### config.mk
export PLATFORM = sky130hd
export DESIGN_NAME = access_code_correlator_flat
export DESIGN_NICKNAME = d
export VERILOG_FILES = /design/src/rtl/access_code_correlator_if.sv /design/src/rtl/access_code_correlator.sv /design/src/flat_wrapper.sv
export SDC_FILE = /design/constraint.sdc
export NUM_CORES = 1
export LEC_CHECK = 0
export CAP_MARGIN = 20
export CORE_MARGIN = 2
export CORE_UTILIZATION = 30
export CTS_BUF_LIST = sky130_fd_sc_hd__clkbuf_8
export CTS_CLUSTER_SIZE = 8
export DETAILED_ROUTE_END_ITERATION = 10
export MAX_ROUTING_LAYER = met4
export SYNTH_ARGS = -nofsm -noshare
export SYNTH_HDL_FRONTEND = slang
export SYNTH_SLANG_ARGS = --single-unit
### constraint.sdc
create_clock -name clk_6M -period 8.1 [get_ports clk_6M]
set_input_delay 1.62 -clock clk_6M [delete_from_list [all_inputs] [get_ports clk_6M]]
set_output_delay 1.62 -clock clk_6M [all_outputs]
set_load 0.005 [all_outputs]
### src/rtl/access_code_correlator_if.sv
// access_code_correlator_if
//   Groups the correlator's strobe/data inputs, search control, configuration
//   and result outputs. clk/rst stay plain ports on the module.
//   master: the caller (drives p_1us, rxbit, search_*, regi_*)
//   slave : the correlator (drives rx_trailer_st_p, corr_*, searching)
interface access_code_correlator_if #(
  parameter int SYNC_W = 64,
  parameter int WIN_W  = 16,
  parameter int SC_W   = $clog2(SYNC_W + 1)
);
  logic              p_1us;
  logic              rxbit;
  logic              search_en;
  logic [WIN_W-1:0]  search_win;
  logic [SYNC_W-1:0] regi_syncword;
  logic [SC_W-1:0]   regi_corr_thresh;
  logic              rx_trailer_st_p;
  logic              corr_timeout_p;
  logic              corr_hit;
  logic              searching;
  logic [SC_W-1:0]   corr_score;

  modport master (
    output p_1us, rxbit, search_en, search_win, regi_syncword, regi_corr_thresh,
    input  rx_trailer_st_p, corr_timeout_p, corr_hit, searching, corr_score
  );
  modport slave (
    input  p_1us, rxbit, search_en, search_win, regi_syncword, regi_corr_thresh,
    output rx_trailer_st_p, corr_timeout_p, corr_hit, searching, corr_score
  );
endinterface

### src/rtl/access_code_correlator.sv
// access_code_correlator
//   Sliding correlator for the 64-bit sync word. One rxbit is shifted in per
//   p_1us strobe while searching; each 64-bit window is scored against the
//   expected sync word. A hit arms the trailer start pulse for the next strobe;
//   an expired search window without a hit gives a timeout pulse instead.
// Ports
//   clk_6M : 6 MHz system clock
//   rst    : synchronous reset, active-high
//   bus    : access_code_correlator_if.slave
//            in : p_1us, rxbit, search_en, search_win, regi_syncword,
//                 regi_corr_thresh
//            out: rx_trailer_st_p (hit pulse, coincident with a strobe),
//                 corr_timeout_p, corr_hit (LOCKED), searching
//                 (SEARCH/HIT_PEND), corr_score (last agreement count)
module access_code_correlator #(
  parameter int SYNC_W = 64,
  parameter int WIN_W  = 16
) (
  input logic                      clk_6M,
  input logic                      rst,
  access_code_correlator_if.slave  bus
);
  localparam int SC_W = $clog2(SYNC_W + 1);

  typedef enum logic [2:0] {IDLE, SEARCH, HIT_PEND, LOCKED, DONE} st_t;

  st_t               st_q;
  logic [SYNC_W-1:0] sr_q;
  logic [SC_W-1:0]   fill_q;
  logic [SC_W-1:0]   score_q;
  logic [SC_W-1:0]   score_d;
  logic [WIN_W-1:0]  win_q;
  logic              bnd_q;      // window is bounded (search_win != 0 at start)
  logic              to_q;
  // [0]: score update cycle, [1]: hit/expiry evaluation cycle
  logic [1:0]        vld_pipe;
  logic              hit;

  // Agreement count of the current window against the expected word.
  always_comb begin
    score_d = '0;
    for (int i = 0; i < SYNC_W; i++)
      score_d = score_d + SC_W'(sr_q[i] == bus.regi_syncword[i]);
  end

  // Fill guard keeps a partially filled register from matching (thresh=0 case).
  assign hit = (fill_q == SC_W'(SYNC_W)) && (score_q >= bus.regi_corr_thresh);

  always_ff @(posedge clk_6M) begin
    if (rst) begin
      st_q     <= IDLE;
      sr_q     <= '0;
      fill_q   <= '0;
      score_q  <= '0;
      win_q    <= '0;
      bnd_q    <= 1'b0;
      to_q     <= 1'b0;
      vld_pipe <= '0;
    end else begin
      to_q     <= 1'b0;
      vld_pipe <= {vld_pipe[0], 1'b0};
      if (vld_pipe[0]) score_q <= score_d;

      if (!bus.search_en) begin
        // Abort from any state; a pending hit is dropped silently.
        st_q     <= IDLE;
        sr_q     <= '0;
        fill_q   <= '0;
        score_q  <= '0;
        win_q    <= '0;
        bnd_q    <= 1'b0;
        vld_pipe <= '0;
      end else begin
        case (st_q)
          IDLE: begin
            st_q  <= SEARCH;
            win_q <= bus.search_win;
            bnd_q <= (bus.search_win != '0);
          end
          SEARCH: begin
            if (bus.p_1us) begin
              sr_q     <= {sr_q[SYNC_W-2:0], bus.rxbit};
              vld_pipe <= {vld_pipe[0], 1'b1};
              if (fill_q != SC_W'(SYNC_W)) fill_q <= fill_q + 1'b1;
              if (bnd_q && win_q != '0) win_q <= win_q - 1'b1;
            end
            // Hit is tested first so it wins over expiry on the same bit.
            if (vld_pipe[1]) begin
              if (hit) begin
                st_q <= HIT_PEND;
              end else if (bnd_q && win_q == '0) begin
                to_q <= 1'b1;
                st_q <= DONE;
              end
            end
          end
          HIT_PEND: if (bus.p_1us) st_q <= LOCKED;
          default: st_q <= st_q;   // LOCKED/DONE hold until search_en drops
        endcase
      end
    end
  end

  // Trailer pulse must coincide with the strobe itself, so it is decoded from
  // the registered state; gating with rst/search_en suppresses it on abort.
  assign bus.rx_trailer_st_p = (st_q == HIT_PEND) && bus.p_1us && bus.search_en && !rst;
  assign bus.corr_timeout_p  = to_q;
  assign bus.corr_hit        = (st_q == LOCKED);
  assign bus.searching       = (st_q == SEARCH) || (st_q == HIT_PEND);
  assign bus.corr_score      = score_q;
endmodule

### src/flat_wrapper.sv
// flat-port wrapper written by rule: the top's interface ports become plain ports
module access_code_correlator_flat 
#(
  parameter int SYNC_W = 64,
  parameter int WIN_W  = 16
)
  (clk_6M, rst, bus_p_1us, bus_rxbit, bus_search_en, bus_search_win, bus_regi_syncword, bus_regi_corr_thresh, bus_rx_trailer_st_p, bus_corr_timeout_p, bus_corr_hit, bus_searching, bus_corr_score);
  access_code_correlator_if #(.SYNC_W(SYNC_W), .WIN_W(WIN_W)) bus_i ();
  input logic clk_6M;
  input logic rst;
  input wire logic [$bits(bus_i.p_1us)-1:0] bus_p_1us;
  input wire logic [$bits(bus_i.rxbit)-1:0] bus_rxbit;
  input wire logic [$bits(bus_i.search_en)-1:0] bus_search_en;
  input wire logic [$bits(bus_i.search_win)-1:0] bus_search_win;
  input wire logic [$bits(bus_i.regi_syncword)-1:0] bus_regi_syncword;
  input wire logic [$bits(bus_i.regi_corr_thresh)-1:0] bus_regi_corr_thresh;
  output wire logic [$bits(bus_i.rx_trailer_st_p)-1:0] bus_rx_trailer_st_p;
  output wire logic [$bits(bus_i.corr_timeout_p)-1:0] bus_corr_timeout_p;
  output wire logic [$bits(bus_i.corr_hit)-1:0] bus_corr_hit;
  output wire logic [$bits(bus_i.searching)-1:0] bus_searching;
  output wire logic [$bits(bus_i.corr_score)-1:0] bus_corr_score;
  assign bus_i.p_1us = bus_p_1us;
  assign bus_i.rxbit = bus_rxbit;
  assign bus_i.search_en = bus_search_en;
  assign bus_i.search_win = bus_search_win;
  assign bus_i.regi_syncword = bus_regi_syncword;
  assign bus_i.regi_corr_thresh = bus_regi_corr_thresh;
  assign bus_rx_trailer_st_p = bus_i.rx_trailer_st_p;
  assign bus_corr_timeout_p = bus_i.corr_timeout_p;
  assign bus_corr_hit = bus_i.corr_hit;
  assign bus_searching = bus_i.searching;
  assign bus_corr_score = bus_i.corr_score;
  access_code_correlator #(.SYNC_W(SYNC_W), .WIN_W(WIN_W)) u_core (.clk_6M(clk_6M), .rst(rst), .bus(bus_i));
endmodule
==> results.md <==
- Clock Skews: 16.54 ps
- Die ar.: 22,950 sq um
- Syn Inst Count: 757
- Crit path DAT: 8060 ps
- PD cells: 382.6 nW/um^2
- Critical path class: in2reg
- Status: finished clean
- Number of synthesized flops with an enable pin: 0
- Clock group share of total power: 0.106
- Mean Syn Cell Area: 8.623 sq um
- Worst-path cell chain: clkdlybuf4s50_1 > xnor2_1 > ha_1 > inv_1 > fa_1 > fa_2 > fa_1 > fa_1 > fa_1 > fa_1 > fa_1 > inv_1 > fa_1 > fa_1 > inv_1 > fa_1 > nor2b_1 > o21a_1 > o21ai_2 > a21oi_1 > o31a_1
- Initial Util: 0.3076
- CTS tree: yes
- Placed Instance Area: 7782 sq um
- Top_reg_cell synth: dfxtp_1
- CP Max Fanout: 2
- Vias in the first global route: 4,874
- Die Height: 151.5 um
- Share of cells above drive strength 1: 0.04281
- Final Core Density: 0.3759
- Post-synth ARST share: 0
- CP max-delay cell: fa_1
- Final setup fails: 0
- F_max: 128.4 MHz
- Synth warn: 0
- PostCTS Resize Cnt: 0
- Gpl congestion: 0.7729
- TritonCTS buffer count: 9
- Synth Net Count: 929
- Synth Register Bits: 101
- Area growth from synthesis to layout: 22.22%
- Final Slew Violations: 0
- GR Overflow Total: 0
- CP required: 8370 ps
- RSZ-0062 raised after global routing: no
- I/O pin count: 103
- Num rows: 53
- Clk sinks: 101
- CTS max path bufs: 2
- Max_slew headroom: 0.2658
- Reg2reg path depth: 20
- Synth Cell Area: 6528 sq um
- DR vias: 5,158
- Drt total wl: 15.32 mm
- H-tree levels: 3
- Post-DP HPWL: 11.51 mm
- WL per Instance: 13.73 um
- Die width: 151.5 um
- Starting DRT DRC Count: 232
- Drt pass-1 iters: 4
- Sw frac: 0.4426
- Diodes inserted: 0
- Post-CTS setup buffers: 0
- Worst stage delay on the critical path: 560 ps
- Hold slack final: 473.5 ps
- Flop pwr share: 0.172
- Routed Antenna Nets: 0
- Clock Latency Late Sink: 380 ps
- Vias per cell: 4.622
- Hold path startpoint: u_core.sr_q[63]$_SDFFE_PP0P_
- Root buffer cell: clkbuf_8
- Final hold violation count: 0
- GRT Total Usage: 0.1408
- Remaining DRCs: 0
- Worst VDD drop: 0.4784 mV
- Largest net degree at the start of global routing: 97
- Yosys cell types: 58
- Core area: 21,220 sq um
- Comb pwr share: 0.723
- Final cycle utilization of the critical path: 0.9616
- Total of max-cap violations: 0
- Post-layout minimum cycle time: 7789 ps
- Sw power: 1.351 mW
- Most used cell along the critical path: fa_1
- R2r setup slk: 1570 ps
- Worst Hold Class: reg2reg
- Hold path depth: 2
- Global-route wire length before repair: 24.56 mm
- Crit path from: bus_regi_syncword[1]
- Design area: 7978 sq um
- Setup crit end kind: register
- Worst-path clk slew: 100 ps
- Hold-fix buffers at CTS: 0
- Nets: 1,008
- Worst-Margin Slew: 1101 ps
- CP Launch Type: input port
- Internal Power: 1.701 mW
- Initial antenna violation count: 0
- LEAKAGE: 3.068 nW
- Hold EP: u_core.sr_q[63]$_SDFFE_PP0P_
- Port Buffers: 102
- Worst r2r src: u_core.sr_q[0]$_SDFFE_PP0P_
- Register area share after synthesis: 0.3098
- R2r endpoint: u_core.bus.corr_score[6]$_SDFFE_PP0P_
-- final cells by class --
type                    count  area (sq um)
flip-flops and latches    101          2022
multi-input cells         543          4083
fillers                  2153         13240
inverters                  73         274.0
clock buffers              10         137.6
repair buffers            108          1066
clock inverters             6         51.30
well taps                 275         344.1
-- registers in the layout, indices dropped and copies added, names as in the netlist --
register,flops
u_core.st_q,3
u_core.bus.corr_timeout_p,1
u_core.win_q,16
u_core.bnd_q,1
u_core.vld_pipe,2
u_core.fill_q,7
u_core.sr_q,64
u_core.bus.corr_score,7
-- synth_stat cells, types with 3 or more instances --
cell / instances / area share
nor4_1: 9 / 0.0086
and4_1: 3 / 0.0040
mux2i_1: 5 / 0.0077
a22oi_1: 3 / 0.0035
o21ai_0: 8 / 0.0061
buf_1: 3 / 0.0017
dfxtp_1: 101 / 0.31
clkbuf_1: 32 / 0.018
nor2b_1: 6 / 0.0058
nor2_1: 42 / 0.024
nand3_1: 6 / 0.0046
nand2_1: 143 / 0.082
ha_1: 26 / 0.050
a21oi_1: 91 / 0.070
o31ai_1: 8 / 0.0092
fa_1: 54 / 0.17
nor3_1: 9 / 0.0069
inv_1: 73 / 0.042
o211ai_1: 8 / 0.0092
xor2_1: 44 / 0.059
xnor2_1: 29 / 0.039
a21o_1: 7 / 0.0081
nand4_1: 4 / 0.0038
-- metrics by stage --
stage | cells | TNS, ps | setup WS (ps) | total power, mW
CTS | 1116 | 0 | 145.1 | 3.083
global placement | 1100 | -329.5 | -207.3 | 2.742
global route | 1116 | 0 | 14.60 | 3.474
finish | 1116 | 0 | 311.1 | 3.052
floorplan | 757 | 0 | 423.3 | 2.250
detailed placement | 1100 | -468.3 | -252.5 | 2.736
-- power by group through the flow --
stage / sequential, mW / clock (mW) / combinational (mW)
after floorplan: 0.529 / 0 / 1.72
after global placement: 0.535 / 0 / 2.21
after detailed placement: 0.535 / 0 / 2.20
after CTS: 0.524 / 0.338 / 2.22
after global routing: 0.526 / 0.357 / 2.59
final: 0.524 / 0.322 / 2.21
-- critical path: cells and delay by family --
family	cells	cell delay (ps)
AO/OA/AOI/OAI	4	630
XOR/XNOR	1	140
adder cells (fa/ha/maj)	11	5000
buffers and inverters	4	610
AND/OR/NAND/NOR	1	60
-- worst max path at each step --
stage	end	slack (ps)	cells past startpoint
6_report	u_core.bus.corr_score[6]$_SDFFE_PP0P_	310	21
3_5_place_dp	u_core.bus.corr_score[6]$_SDFFE_PP0P_	-250	21
5_1_grt	u_core.bus.corr_score[6]$_SDFFE_PP0P_	10	21
4_1_cts	u_core.bus.corr_score[6]$_SDFFE_PP0P_	150	21
2_1_floorplan	u_core.bus.corr_score[6]$_SDFFE_PP0P_	420	20
3_3_place_gp	u_core.bus.corr_score[6]$_SDFFE_PP0P_	-210	21
-- cells by family (layout without fill, tap and decap cells) --
| group | Yosys count | after routing | share of synthesized area |
|---|---|---|---|
| AO/OA/AOI/OAI | 143 | 143 | 0.1305 |
| XOR/XNOR | 73 | 73 | 0.09795 |
| adder cells (fa/ha/maj) | 80 | 80 | 0.2154 |
| buffers and inverters | 113 | 197 | 0.06766 |
| flip-flops | 101 | 101 | 0.3098 |
| multiplexers | 5 | 5 | 0.007668 |
| AND/OR/NAND/NOR | 242 | 242 | 0.1710 |
-- layer usage --
layer / vias to the layer above / global-route usage / wire [um]
li1: 2635 / - / -
met1: 2418 / 0.1966 / 7441
met2: 91 / 0.2136 / 7060
met3: 14 / 0.01976 / 578
met4: 0 / 0.04120 / 242
met5: - / - / 0
-- placed cells by master, fill, tap and decap left out, types with 4 or more instances in the layout --
cell type        netlist  routed
a21o_1                 7       7
mux2i_1                5       5
nand4_1                4       4
nand2_1              143     143
nor2_1                42      42
o211ai_1               8       8
dfxtp_1              101     101
xor2_1                44      44
clkdlybuf4s50_1        0     102
o31ai_1                8       8
nor4_1                 9       9
buf_4                  2       6
a21oi_1               91      91
inv_1                 73      73
nor3_1                 9       9
ha_1                  26      26
clkbuf_8               0      10
nor2b_1                6       6
fa_1                  54      53
xnor2_1               29      29
nand3_1                6       6
o21ai_0                8       7
Power figures use the tool's default switching activity.
